===== src/rtl/decode_hazard_ctrl.sv =====
// decode_hazard_ctrl
// Decode-stage hazard controller. A per-register counter tracks how many
// issued-but-not-yet-written-back instructions target each register. Each
// cycle the instruction in IF/ID either issues, or is held while a bubble is
// loaded into ID/EX.
//
// Ports
//   clk, rst          clock, synchronous active-high reset
//   id_valid, id_inst IF/ID buffer contents
//   ex_ready          ID/EX can accept this cycle
//   flush             kill the instruction in ID
//   WE, wb_addr       register-file write port seen at writeback
//   issue             ID instruction moves to ID/EX this cycle
//   stall             hold PC and IF/ID
//   bubble            load a NOP into ID/EX
//   pending           bit i set while register i has outstanding writes
//   stall_cycles      saturating count of stalled cycles
//   err               sticky: writeback to a register with nothing outstanding
module decode_hazard_ctrl #(
  parameter int NREG  = 32,
  parameter int CNT_W = 2,
  parameter int SC_W  = 16
) (
  input  logic            clk,
  input  logic            rst,
  input  logic            id_valid,
  input  logic [31:0]     id_inst,
  input  logic            ex_ready,
  input  logic            flush,
  input  logic            WE,
  input  logic [4:0]      wb_addr,
  output logic            issue,
  output logic            stall,
  output logic            bubble,
  output logic [NREG-1:0] pending,
  output logic [SC_W-1:0] stall_cycles,
  output logic            err
);

  localparam logic [CNT_W-1:0] CNT_MAX = '1;

  logic [CNT_W-1:0] cnt_q [NREG];
  logic [CNT_W-1:0] cnt_d [NREG];
  logic [SC_W-1:0]  sc_q, sc_d;
  logic             err_q, err_d;

  logic [5:0] opcode;
  logic [4:0] rs, rt, rd;
  logic       rd_a, rd_b, wr_en;
  logic [4:0] wr_addr;
  logic       raw, full, hazard, err_set;
  logic [NREG-1:0] inc_hit, wb_hit;

  assign opcode = id_inst[31:26];
  assign rs     = id_inst[25:21];
  assign rt     = id_inst[20:16];
  assign rd     = id_inst[15:11];

  always_comb begin
    rd_a    = 1'b0;
    rd_b    = 1'b0;
    wr_en   = 1'b0;
    wr_addr = rt;
    case (opcode)
      6'h00: begin
        rd_a    = 1'b1;
        rd_b    = 1'b1;
        wr_en   = 1'b1;
        wr_addr = rd;
      end
      6'h23, 6'h08, 6'h0C, 6'h0D, 6'h0A: begin
        rd_a  = 1'b1;
        wr_en = 1'b1;
      end
      6'h2B, 6'h04, 6'h05: begin
        rd_a = 1'b1;
        rd_b = 1'b1;
      end
      6'h02: ;
      default: rd_a = 1'b1;
    endcase
  end

  // Register 0 never tracks anything, so it can never be a hazard source.
  assign raw    = (rd_a && rs != 5'd0 && cnt_q[rs] != '0) ||
                  (rd_b && rt != 5'd0 && cnt_q[rt] != '0);
  assign full   = wr_en && wr_addr != 5'd0 && cnt_q[wr_addr] == CNT_MAX;
  assign hazard = raw || full;

  assign issue  = !rst && id_valid && !flush && !hazard && ex_ready;
  assign stall  = !rst && id_valid && !flush && (hazard || !ex_ready);
  assign bubble = !rst && ex_ready && !issue;

  assign inc_hit = (issue && wr_en && wr_addr != 5'd0) ? (NREG'(1) << wr_addr) : '0;
  assign wb_hit  = (WE && wb_addr != 5'd0) ? (NREG'(1) << wb_addr) : '0;

  // An issue and a writeback to the same register cancel; a writeback with
  // nothing outstanding (and no cancelling issue) flags an error.
  always_comb begin
    err_set = 1'b0;
    for (int r = 0; r < NREG; r++) begin
      cnt_d[r] = cnt_q[r];
      if (inc_hit[r] && !wb_hit[r]) begin
        cnt_d[r] = cnt_q[r] + CNT_W'(1);
      end else if (wb_hit[r] && !inc_hit[r]) begin
        if (cnt_q[r] != '0) cnt_d[r] = cnt_q[r] - CNT_W'(1);
        else                err_set  = 1'b1;
      end
    end
  end

  always_comb begin
    for (int r = 0; r < NREG; r++) pending[r] = (cnt_q[r] != '0);
  end

  always_comb begin
    sc_d = sc_q;
    if (stall && sc_q != '1) sc_d = sc_q + SC_W'(1);
  end

  assign err_d = err_q || err_set;

  always_ff @(posedge clk) begin
    if (rst) begin
      for (int r = 0; r < NREG; r++) cnt_q[r] <= '0;
      sc_q  <= '0;
      err_q <= 1'b0;
    end else begin
      cnt_q <= cnt_d;
      sc_q  <= sc_d;
      err_q <= err_d;
    end
  end

  assign stall_cycles = sc_q;
  assign err          = err_q;

endmodule


===== config.mk =====
export PLATFORM = sky130hd
export DESIGN_NAME = decode_hazard_ctrl
export DESIGN_NICKNAME = d
export VERILOG_FILES = /design/src/rtl/decode_hazard_ctrl.sv
export SDC_FILE = /design/constraint.sdc
export NUM_CORES = 1
export LEC_CHECK = 0
export CAP_MARGIN = 15
export CELL_PAD_IN_SITES_DETAIL_PLACEMENT = 0
export CELL_PAD_IN_SITES_GLOBAL_PLACEMENT = 1
export CORE_UTILIZATION = 42
export DETAILED_ROUTE_END_ITERATION = 8
export MAX_ROUTING_LAYER = met4
export PLACE_DENSITY = 0.8
export SETUP_SLACK_MARGIN = 0.1
export SLEW_MARGIN = 20
export SYNTH_ARGS = -nofsm -noshare
export SYNTH_HDL_FRONTEND = slang
export SYNTH_SLANG_ARGS = --single-unit

===== constraint.sdc =====
create_clock -name clk -period 6.4 [get_ports clk]
set_input_delay 1.6 -clock clk [delete_from_list [all_inputs] [get_ports clk]]
set_output_delay 1.6 -clock clk [all_outputs]
set_load 0.01 [all_outputs]

==> reports/metrics.csv <==
metric,value,unit
status,"complete, no violations",
Root Buffer Master,clkbuf_16,
final RePlAce weighted congestion,1.05,
Synth-to-Final Area Change,22.8,%
CTS max path bufs,2,
Die Height,136,µm
CTS tree,yes,
Remaining DRCs,0,
"most used cell, CP",clkdlybuf4s50_1,
WL/cell,17.6,µm
GRT Resource Usage Total,27.5,%
ys async rst share,0,%
worst hold start,cnt_q[44]$_SDFFE_PP0P_,
Via-to-Cell Ratio,5.64,
Post-synth EDFFs,0,
layout cell share with drive strength beyond 1,11.7,%
M3 GR Usage,4.41,%
Multi-input gate area,5600,µm²
Setup crit start kind,primary input,
final setup fails,0,
RSZ-0062 raised after global routing,no,
CTS buffer count,9,
Seq cells post-synth,81,
M2 GR Usage,41.3,%
core box area,17500,µm²
endpoint type of the worst setup path,output port,
worst ir drop on vdd,0.000124,V
antenna diode count,0,
Port Buffer Count,83,
syn_area_per_cell,7.25,µm²
critical-path cell list,"clkdlybuf4s50_1, nor2b_1, a221oi_1, a311oi_1, o22a_1, o31a_1, and3_1, clkdlybuf4s50_1",
critical path peak fanout,7,
reg2reg start,cnt_q[4]$_SDFFE_PP0P_,
final setup margin,0.257,ns
Main synth FF type,dfxtp_1,
hold depth,2,
cells after synthesis,1048,
Leakage,3.97,nW
relative slew slack,33.8,%
Post-DRT Antenna Nets,0,
Die Wd,136,µm
Post-CTS Setup Inserts,0,
die area,18600,µm²
Worst path max stage delay,0.67,ns
routed via count,7828,
worst path required time,4.80,ns
Least-Margin Pin Slew,0.993,ns
final net count,1267,
Critical Path AT,4.54,ns
Sink Count,81,
Hold Crit Class,register to register,
Placed Area,8960,µm²
Worst Reg-to-Reg Cells,18,
worst skew pair latency,0.35,ns
"Slew Viols, Final",0,
first-pass GRT wire length,37200,µm
Initial Util,43.5,%
pre-CTS setup slack,0.134,ns
Overflow after GRT,0,
Design Power,1.31,mW
Fill cells,1738,
placed cells,1373,
Post-CTS Hold Fix Bufs,0,
WL final,24500,µm
Worst Clk Skew,0.00940,ns
initial antenna violation count,0,
Tcrit/Tclk final,96.0,%
number of distinct library cells after synthesis,62,
H-tree depth,3,
FMAX,163,MHz
"Core Util, Final",53.4,%
Setup TNS,0,ns
Min-Delay Endpoint,cnt_q[44]$_SDFFE_PP0P_,
drt pass-1 iters,5,
I/O pin cnt,95,
post-synthesis sequential area ratio,21.3,%
synthesized area,7600,µm²
vias in the first global route,6737,
slowest cell on the critical path,clkdlybuf4s50_1,
final instance area,9330,µm²
min Tclk post-route,6.14,ns
Worst-path clk slew,0.06,ns
hpwl dp,19100,µm
Power Dens Cells,140,nW/µm²
max-cap viol count,0,
gr busiest metal,met2,
post-route insts no fill,1389,
Ys Warns,0,
register area,1620,µm²
worst hold margin,0.514,ns
final hold vios,0,
met1 usage,37.5,%
reg-to-reg endpoint,err$_SDFF_PP0_,
CP Class,primary input to output port,
largest net degree at the start of global routing,89,
reg2reg setup slack,1.78,ns
Row Count,48,
drt initial violations,661,
==> layout by cell type, fill, tap and decap left out, types with 20 or more instances in the layout <==
cell type / count
nor2_1: 132
nand2_1: 120
a21oi_1: 91
o21ai_0: 83
dfxtp_1: 81
clkdlybuf4s50_1: 80
inv_1: 67
nor2b_1: 65
ha_1: 65
buf_4: 48
nor3b_1: 44
nand3_1: 25
mux2_2: 20
or2_2: 20
==> cell type report <==
type | count | share of cell area (%)
inverter | 68 | 2.73
clock inverter | 6 | 1.22
clock buffer | 10 | 2.45
tap | 225 | 3.02
timing repair buffer | 133 | 13.2
multi-input combinational | 866 | 60.0
sequential | 81 | 17.4
==> Yosys cell counts, types with 3 or more instances <==
cell	n	area, µm²
nand3_1	25	125
or2_2	20	125
a21oi_1	91	455
mux2_1	3	33.8
o21ai_0	83	415
a22oi_1	10	75.1
nand2_1	120	450
mux2i_1	14	140
dfxtp_1	81	1620
nor4_1	7	43.8
nand4b_1	3	26.3
nand3b_1	8	60.1
or3_1	7	43.8
nor2b_1	65	407
a211oi_1	3	22.5
nand2b_1	13	81.3
nand4_1	15	93.8
and3_1	10	62.6
nor3b_1	44	330
ha_1	65	813
or2_1	14	87.6
a21o_1	3	22.5
clkbuf_1	22	82.6
inv_1	68	255
and2_1	6	37.5
a221oi_1	3	26.3
a31oi_1	4	25.0
mux2_2	20	225
nor3_1	19	95.1
buf_1	3	11.3
nor2_1	132	495
mux4_2	18	405
buf_2	9	45.0
==> worst max path at each step <==
stage / start / end / slack [ns] / cells after the start
after detailed placement: id_inst[16] / stall / 0.13 / 9
after floorplan: id_inst[27] / bubble / 1.04 / 8
after global routing: id_inst[31] / stall / 0.13 / 9
after CTS: id_inst[16] / bubble / 0.16 / 9
after global placement: id_inst[27] / stall / 0.1 / 10
final: id_inst[11] / issue / 0.26 / 8
==> report_power, final <==
group	switching [mW]	internal (mW)	total, mW	leakage (nW)
Combinational	0.101	0.0779	0.179	3.15
Clock	0.237	0.383	0.620	0.159
Sequential	0.00152	0.505	0.507	0.653
==> cells by family after synthesis <==
family	share of synthesized area [%]
xor+xnor	0.231
fa+ha+maj	10.7
simple gates	34.6
compound gates	16.9
other cells	0.0989
mux	10.8
flops	21.3
buf+inv	5.34
==> metal layers <==
metal	vias up	share of wire [%]
met5	-	0
met4	0	2.6
met3	41	6.5
met2	265	43
met1	3661	48
li1	3861	-
==> timing repair <==
| item | 4_1_cts | 5_1_grt |
|---|---|---|
| cloned | 0 | 0 |
| endpoints found under the hold margin | 0 | 0 |
| setup endpoints to repair | 1 | 3 |
| resized for setup | 1 | 8 |
| pin swaps | 0 | 1 |
==> worst max-delay path: cells and delay by family <==
family | cells | cell delay (ns)
compound gates | 4 | 1.09
buf+inv | 2 | 1.21
simple gates | 2 | 0.65
==> flip-flops by register name (all words and copies together), names as in the netlist <==
name,cells
cnt_q,64
err,1
stall_cycles,16
(Power assumes the default switching activity.)
==> variant 1, RTL diff (config.mk and constraints unchanged) <==
Register the output `err` once more; this adds one clock of latency there. The other outputs are not delayed to match.
--- a/src/rtl/decode_hazard_ctrl.sv
+++ b/src/rtl/decode_hazard_ctrl.sv
@@ -134,5 +134,7 @@
 
   assign stall_cycles = sc_q;
-  assign err          = err_q;
+  always_ff @(posedge clk) begin
+    err <= err_q;
+  end
 
 endmodule
Check against the original RTL: not equivalent (a bounded check fails within 4 cycles, from zero or initial values and one cycle with rst high).
==> variant 1 against the unedited design <==
Worst setup slack improved by 0.028 ns. Power grew 2.2%. First-iteration DRC count increased by 10%. Wire length increased by 1.8%. Final area rose by 1.3%. Core utilization increased by 0.52 points. Area after synthesis rose by 0.43%. Clock skew shrank 0.0040 ns. Sequential cell count rose by 1. Largest cell class unchanged.
==> variant 1: results <==
<?xml version="1.0" encoding="UTF-8"?>
<metrics>
  <group name="route">
    <metric name="routed-via-count" unit="">8100</metric>
    <metric name="firstDrtPassIters" unit="">6</metric>
    <metric name="drt_iter0_markers" unit="">730</metric>
    <metric name="wl_per_cell" unit="µm">17.7</metric>
  </group>
  <group name="place">
    <metric name="place_hpwl" unit="mm">18.6</metric>
    <metric name="place_ws" unit="ns">-0.219</metric>
  </group>
  <group name="synthesis">
    <metric name="seq_area_frac_synth" unit="%">21.5</metric>
    <metric name="yosys-top-cells-count" unit="">sky130_fd_sc_hd__nand2_1 (113), sky130_fd_sc_hd__nor2_1 (103), sky130_fd_sc_hd__inv_1 (95), sky130_fd_sc_hd__o21ai_0 (95), sky130_fd_sc_hd__a21oi_1 (92)</metric>
    <metric name="ys_top_cells_by_area" unit="">sky130_fd_sc_hd__dfxtp_1 (22%), sky130_fd_sc_hd__ha_1 (11%), sky130_fd_sc_hd__o21ai_0 (6.2%), sky130_fd_sc_hd__a21oi_1 (6.0%), sky130_fd_sc_hd__nor2b_1 (5.6%)</metric>
    <metric name="syn_avg_cell_area" unit="µm²">7.12</metric>
  </group>
  <group name="power">
    <metric name="max-vdd-ir-drop" unit="V">0.000137</metric>
    <metric name="switchingPower" unit="mW">0.352</metric>
    <metric name="leakage" unit="nW">4.25</metric>
  </group>
  <group name="setup_path">
    <metric name="worst_setup_path_startpoint" unit="">id_inst[28]</metric>
    <metric name="worst_r2r_endpoint" unit="">err_q</metric>
  </group>
  <group name="timing">
    <metric name="holdWs" unit="ns">0.381</metric>
    <metric name="achievable-frequency" unit="MHz">164</metric>
    <metric name="skew" unit="ns">0.00545</metric>
  </group>
  <group name="finish">
    <metric name="layout.nets" unit="">1288</metric>
  </group>
  <group name="worst_hold_path">
    <metric name="hold_start" unit="">err_q</metric>
    <metric name="worst_hold_path.num_cells" unit="">0</metric>
    <metric name="worst_hold_path.endpoint" unit="">err</metric>
  </group>
  <group name="run_status">
    <metric name="outcome" unit="">finished, final reports clean</metric>
  </group>
  <group name="clocking">
    <metric name="postCtsResizedCells" unit="">4</metric>
  </group>
  <group name="global_routing">
    <metric name="track_usage" unit="%">27.8</metric>
    <metric name="largest_net_degree_at_the_start_of_global_routing" unit="">87</metric>
  </group>
</metrics>
-- variant 1: changes by cell type in the layout (fill, tap and decap cells not counted), sizes merged, moves of 12 or more --
cell,delta
nand4,+25
nand3,+12
o21ai,+12
nor2,-29
or2,-23
inv,+27
-- variant 1: cell type report --
cell class / count / area, µm²
Clock buffer: 10 / 239
Timing Repair Buffer: 140 / 1350
Multi-Input combinational cell: 852 / 5480
Fill cell: 1777 / 8080
Inverter: 95 / 357
Tap cell: 225 / 282
Sequential cell: 82 / 1640
Clock inverter: 6 / 113
-- variant 1: cell families after synthesis --
kind of cell,share of synthesized area (%)
compound gates,17.4
fa+ha+maj,10.7
buf+inv,7.18
flops,21.5
mux,8.81
other cells,0.0984
simple gates,34.3
-- variant 1: worst max-delay path, stage by stage --
cell and delay [ns]:
sky130_fd_sc_hd__dlymetal6s2s_1 0.13, sky130_fd_sc_hd__or4_4 0.54, sky130_fd_sc_hd__or3_4 0.44, sky130_fd_sc_hd__buf_12 0.16
sky130_fd_sc_hd__mux2i_4 0.19, sky130_fd_sc_hd__a221oi_2 0.11, sky130_fd_sc_hd__or4_4 0.54, sky130_fd_sc_hd__a311oi_4 0.35
sky130_fd_sc_hd__and2_4 0.19, sky130_fd_sc_hd__clkdlybuf4s15_1 0.23
-- variant 1: routing by layer --
metal  track usage [%]  part of all wire, %  vias to the layer above
li1                  -                    -                     3987
met1              36.6                   46                     3785
met2              44.8                   46                      284
met3              4.41                  6.8                       44
met4              6.35                  1.8                        0
met5                 -                    0                        -
-- variant 1: power by group through the flow --
stage               sequential, mW  clock, mW  combinational (mW)
finish                       0.514      0.633               0.188
floorplan                    0.526          0              0.0990
global placement             0.526          0               0.179
detailed placement           0.526          0               0.180
global route                 0.514      0.661               0.199
CTS                          0.514      0.641               0.181
==> variant 2, RTL diff (config.mk and constraints unchanged) <==
Without the edit above. Change the parameter `SC_W` from 16 to 20.
--- a/src/rtl/decode_hazard_ctrl.sv
+++ b/src/rtl/decode_hazard_ctrl.sv
@@ -20,5 +20,5 @@
   parameter int NREG  = 32,
   parameter int CNT_W = 2,
-  parameter int SC_W  = 16
+  parameter int SC_W  = 20
 ) (
   input  logic            clk,
Interface: changed (resized stall_cycles); port bits go from 95 to 99. The function was not compared with the original's and may differ.
==> variant 2 against the unedited design <==
The flow now finishes with violations (DRC). Final area is 1.6% higher. Hold slack lost 0.011 ns. Global-route usage grew 1.1 points. Area after synthesis increased by 2.9%. Wire length up 7.5%. Sequential cell count increased by 4. Power rose by 0.66%. Worst setup slack better by 0.044 ns. Core utilization decreased by 1.0 points. Clock skew increased by 0.0036 ns. Largest cell class unchanged. Largest power group unchanged. Highest routed layer unchanged.
==> variant 2: results <==
<?xml version="1.0" encoding="UTF-8"?>
<metrics>
  <group name="run_status">
    <metric name="outcome" unit="">finished, violations left</metric>
    <metric name="violations" unit="">DRC</metric>
  </group>
  <group name="place">
    <metric name="placed_area" unit="µm²">9120</metric>
    <metric name="gp_congestion" unit="">0.919</metric>
    <metric name="place.port_buffers" unit="">87</metric>
    <metric name="place_hpwl" unit="mm">20.0</metric>
  </group>
  <group name="finish">
    <metric name="layout.nets" unit="">1273</metric>
    <metric name="layout-drive-gt1-share" unit="%">9.74</metric>
  </group>
  <group name="timing">
    <metric name="finalHoldViolCount" unit="">0</metric>
    <metric name="skew" unit="ns">0.0130</metric>
    <metric name="slew_headroom" unit="%">30.5</metric>
  </group>
  <group name="route">
    <metric name="via_per_inst" unit="">5.85</metric>
    <metric name="drt_iter0_markers" unit="">631</metric>
    <metric name="wl_per_cell" unit="µm">18.8</metric>
    <metric name="firstDrtPassIters" unit="">7</metric>
    <metric name="post-route-drc-count" unit="">14</metric>
  </group>
  <group name="synthesis">
    <metric name="library_cells_used_by_synthesis" unit="">65</metric>
    <metric name="ys_top_cells_by_area" unit="">sky130_fd_sc_hd__dfxtp_1 (22%), sky130_fd_sc_hd__ha_1 (10%), sky130_fd_sc_hd__o21ai_0 (6.3%), sky130_fd_sc_hd__nand2_1 (6.1%), sky130_fd_sc_hd__a21oi_1 (5.4%)</metric>
    <metric name="seq_area_frac_synth" unit="%">21.8</metric>
    <metric name="yosys-top-cells-count" unit="">sky130_fd_sc_hd__nand2_1 (128), sky130_fd_sc_hd__nor2_1 (99), sky130_fd_sc_hd__o21ai_0 (98)</metric>
  </group>
  <group name="power">
    <metric name="leakage" unit="nW">3.73</metric>
    <metric name="max-vdd-ir-drop" unit="V">0.000120</metric>
  </group>
  <group name="global_routing">
    <metric name="number_of_global_route_vias_before_repair" unit="">7421</metric>
    <metric name="largest_net_degree_at_the_start_of_global_routing" unit="">54</metric>
    <metric name="track_usage" unit="%">28.6</metric>
  </group>
  <group name="setup_path">
    <metric name="worst_setup_path_startpoint" unit="">id_inst[16]</metric>
    <metric name="cp_max_fo" unit="">26</metric>
    <metric name="setup.reg_to_reg.worst_slack" unit="ns">1.98</metric>
    <metric name="crit_arrival" unit="ns">4.50</metric>
    <metric name="r2r_cells" unit="">17</metric>
    <metric name="worst_r2r_endpoint" unit="">err</metric>
  </group>
  <group name="worst_hold_path">
    <metric name="worst_hold_path.endpoint" unit="">stall_cycles[8]</metric>
    <metric name="hold_start" unit="">stall_cycles[8]</metric>
  </group>
</metrics>
==> variant 2: changes by cell type in the layout (fill, tap and decap cells not counted), sizes merged, moves of 11 or more <==
cell and delta:
buf -12, nor3 +22, nor2 -33, nor4 +11, or3 +29, or2 -26, o21ai +15, or4 +17
==> variant 2: worst max path at each step <==
stage,endpoint,slack [ns]
floorplan,bubble,1.12
global placement,bubble,0.11
detailed placement,err,0.06
CTS,bubble,0.14
global route,stall,0.14
finish,stall,0.30
==> variant 2: worst max-delay path, stage by stage <==
cell and delay (ns):
sky130_fd_sc_hd__clkdlybuf4s50_1 0.45, sky130_fd_sc_hd__buf_12 0.18, sky130_fd_sc_hd__inv_2 0.16, sky130_fd_sc_hd__mux4_2 0.52
sky130_fd_sc_hd__o221ai_1 0.28, sky130_fd_sc_hd__o211ai_1 0.17, sky130_fd_sc_hd__nor4_2 0.20, sky130_fd_sc_hd__buf_4 0.18
sky130_fd_sc_hd__a211oi_4 0.08, sky130_fd_sc_hd__nor2_1 0.11, sky130_fd_sc_hd__clkdlybuf4s50_1 0.55
==> variant 2: timing repair <==
action / 4_1_cts / 5_1_grt
hold endpoints to repair: 0 / 0
setup endpoints to repair: 0 / 4
resized for setup: 0 / 4
==> variant 2: logic make-up after synthesis <==
family                     count (synthesis)  synth area share, %
adders and majority gates                 65                 10.4
buffers and inverters                    114                 5.81
and+or+nand+nor                          514                 34.2
muxes                                     47                 9.26
DFF                                       85                 21.8
AOI/OAI and AO/OA                        245                 18.4
other                                      2               0.0960
==> variant 2: area by class of cell <==
cell class / instances / area, µm²
Clock buffer: 9 / 225
Clock inverter: 7 / 106
Fill cell: 1807 / 8610
Inverter: 69 / 259
Multi-Input combinational cell: 875 / 5720
Sequential cell: 85 / 1700
Tap cell: 229 / 287
Timing Repair Buffer: 125 / 1180
==> variant 2: metrics by stage <==
stage	worst slack, ns	instances	hold slack, ns
3_3_place_gp	0.108	1383	0.478
4_1_cts	0.143	1399	0.504
6_report	0.301	1399	0.503
5_1_grt	0.141	1399	0.517
2_1_floorplan	1.12	1074	0.478
3_5_place_dp	0.0630	1383	0.488
==> variant 2: power breakdown <==
part | internal (mW) | total (mW) | leakage [nW] | switching, mW
Clock | 0.349 | 0.606 | 0.162 | 0.257
Combinational | 0.0674 | 0.177 | 2.88 | 0.109
Sequential | 0.530 | 0.532 | 0.685 | 0.00170
Total | 0.946 | 1.31 | 3.73 | 0.368
==> variant 2: layer usage <==
layer / up-vias / global-route usage (%) / share of wire [%]
met5: - / - / 0
met4: 0 / 11.5 / 3.2
met1: 3824 / 38.7 / 46
met2: 305 / 42.6 / 43
met3: 45 / 4.05 / 7.6
li1: 4012 / - / -
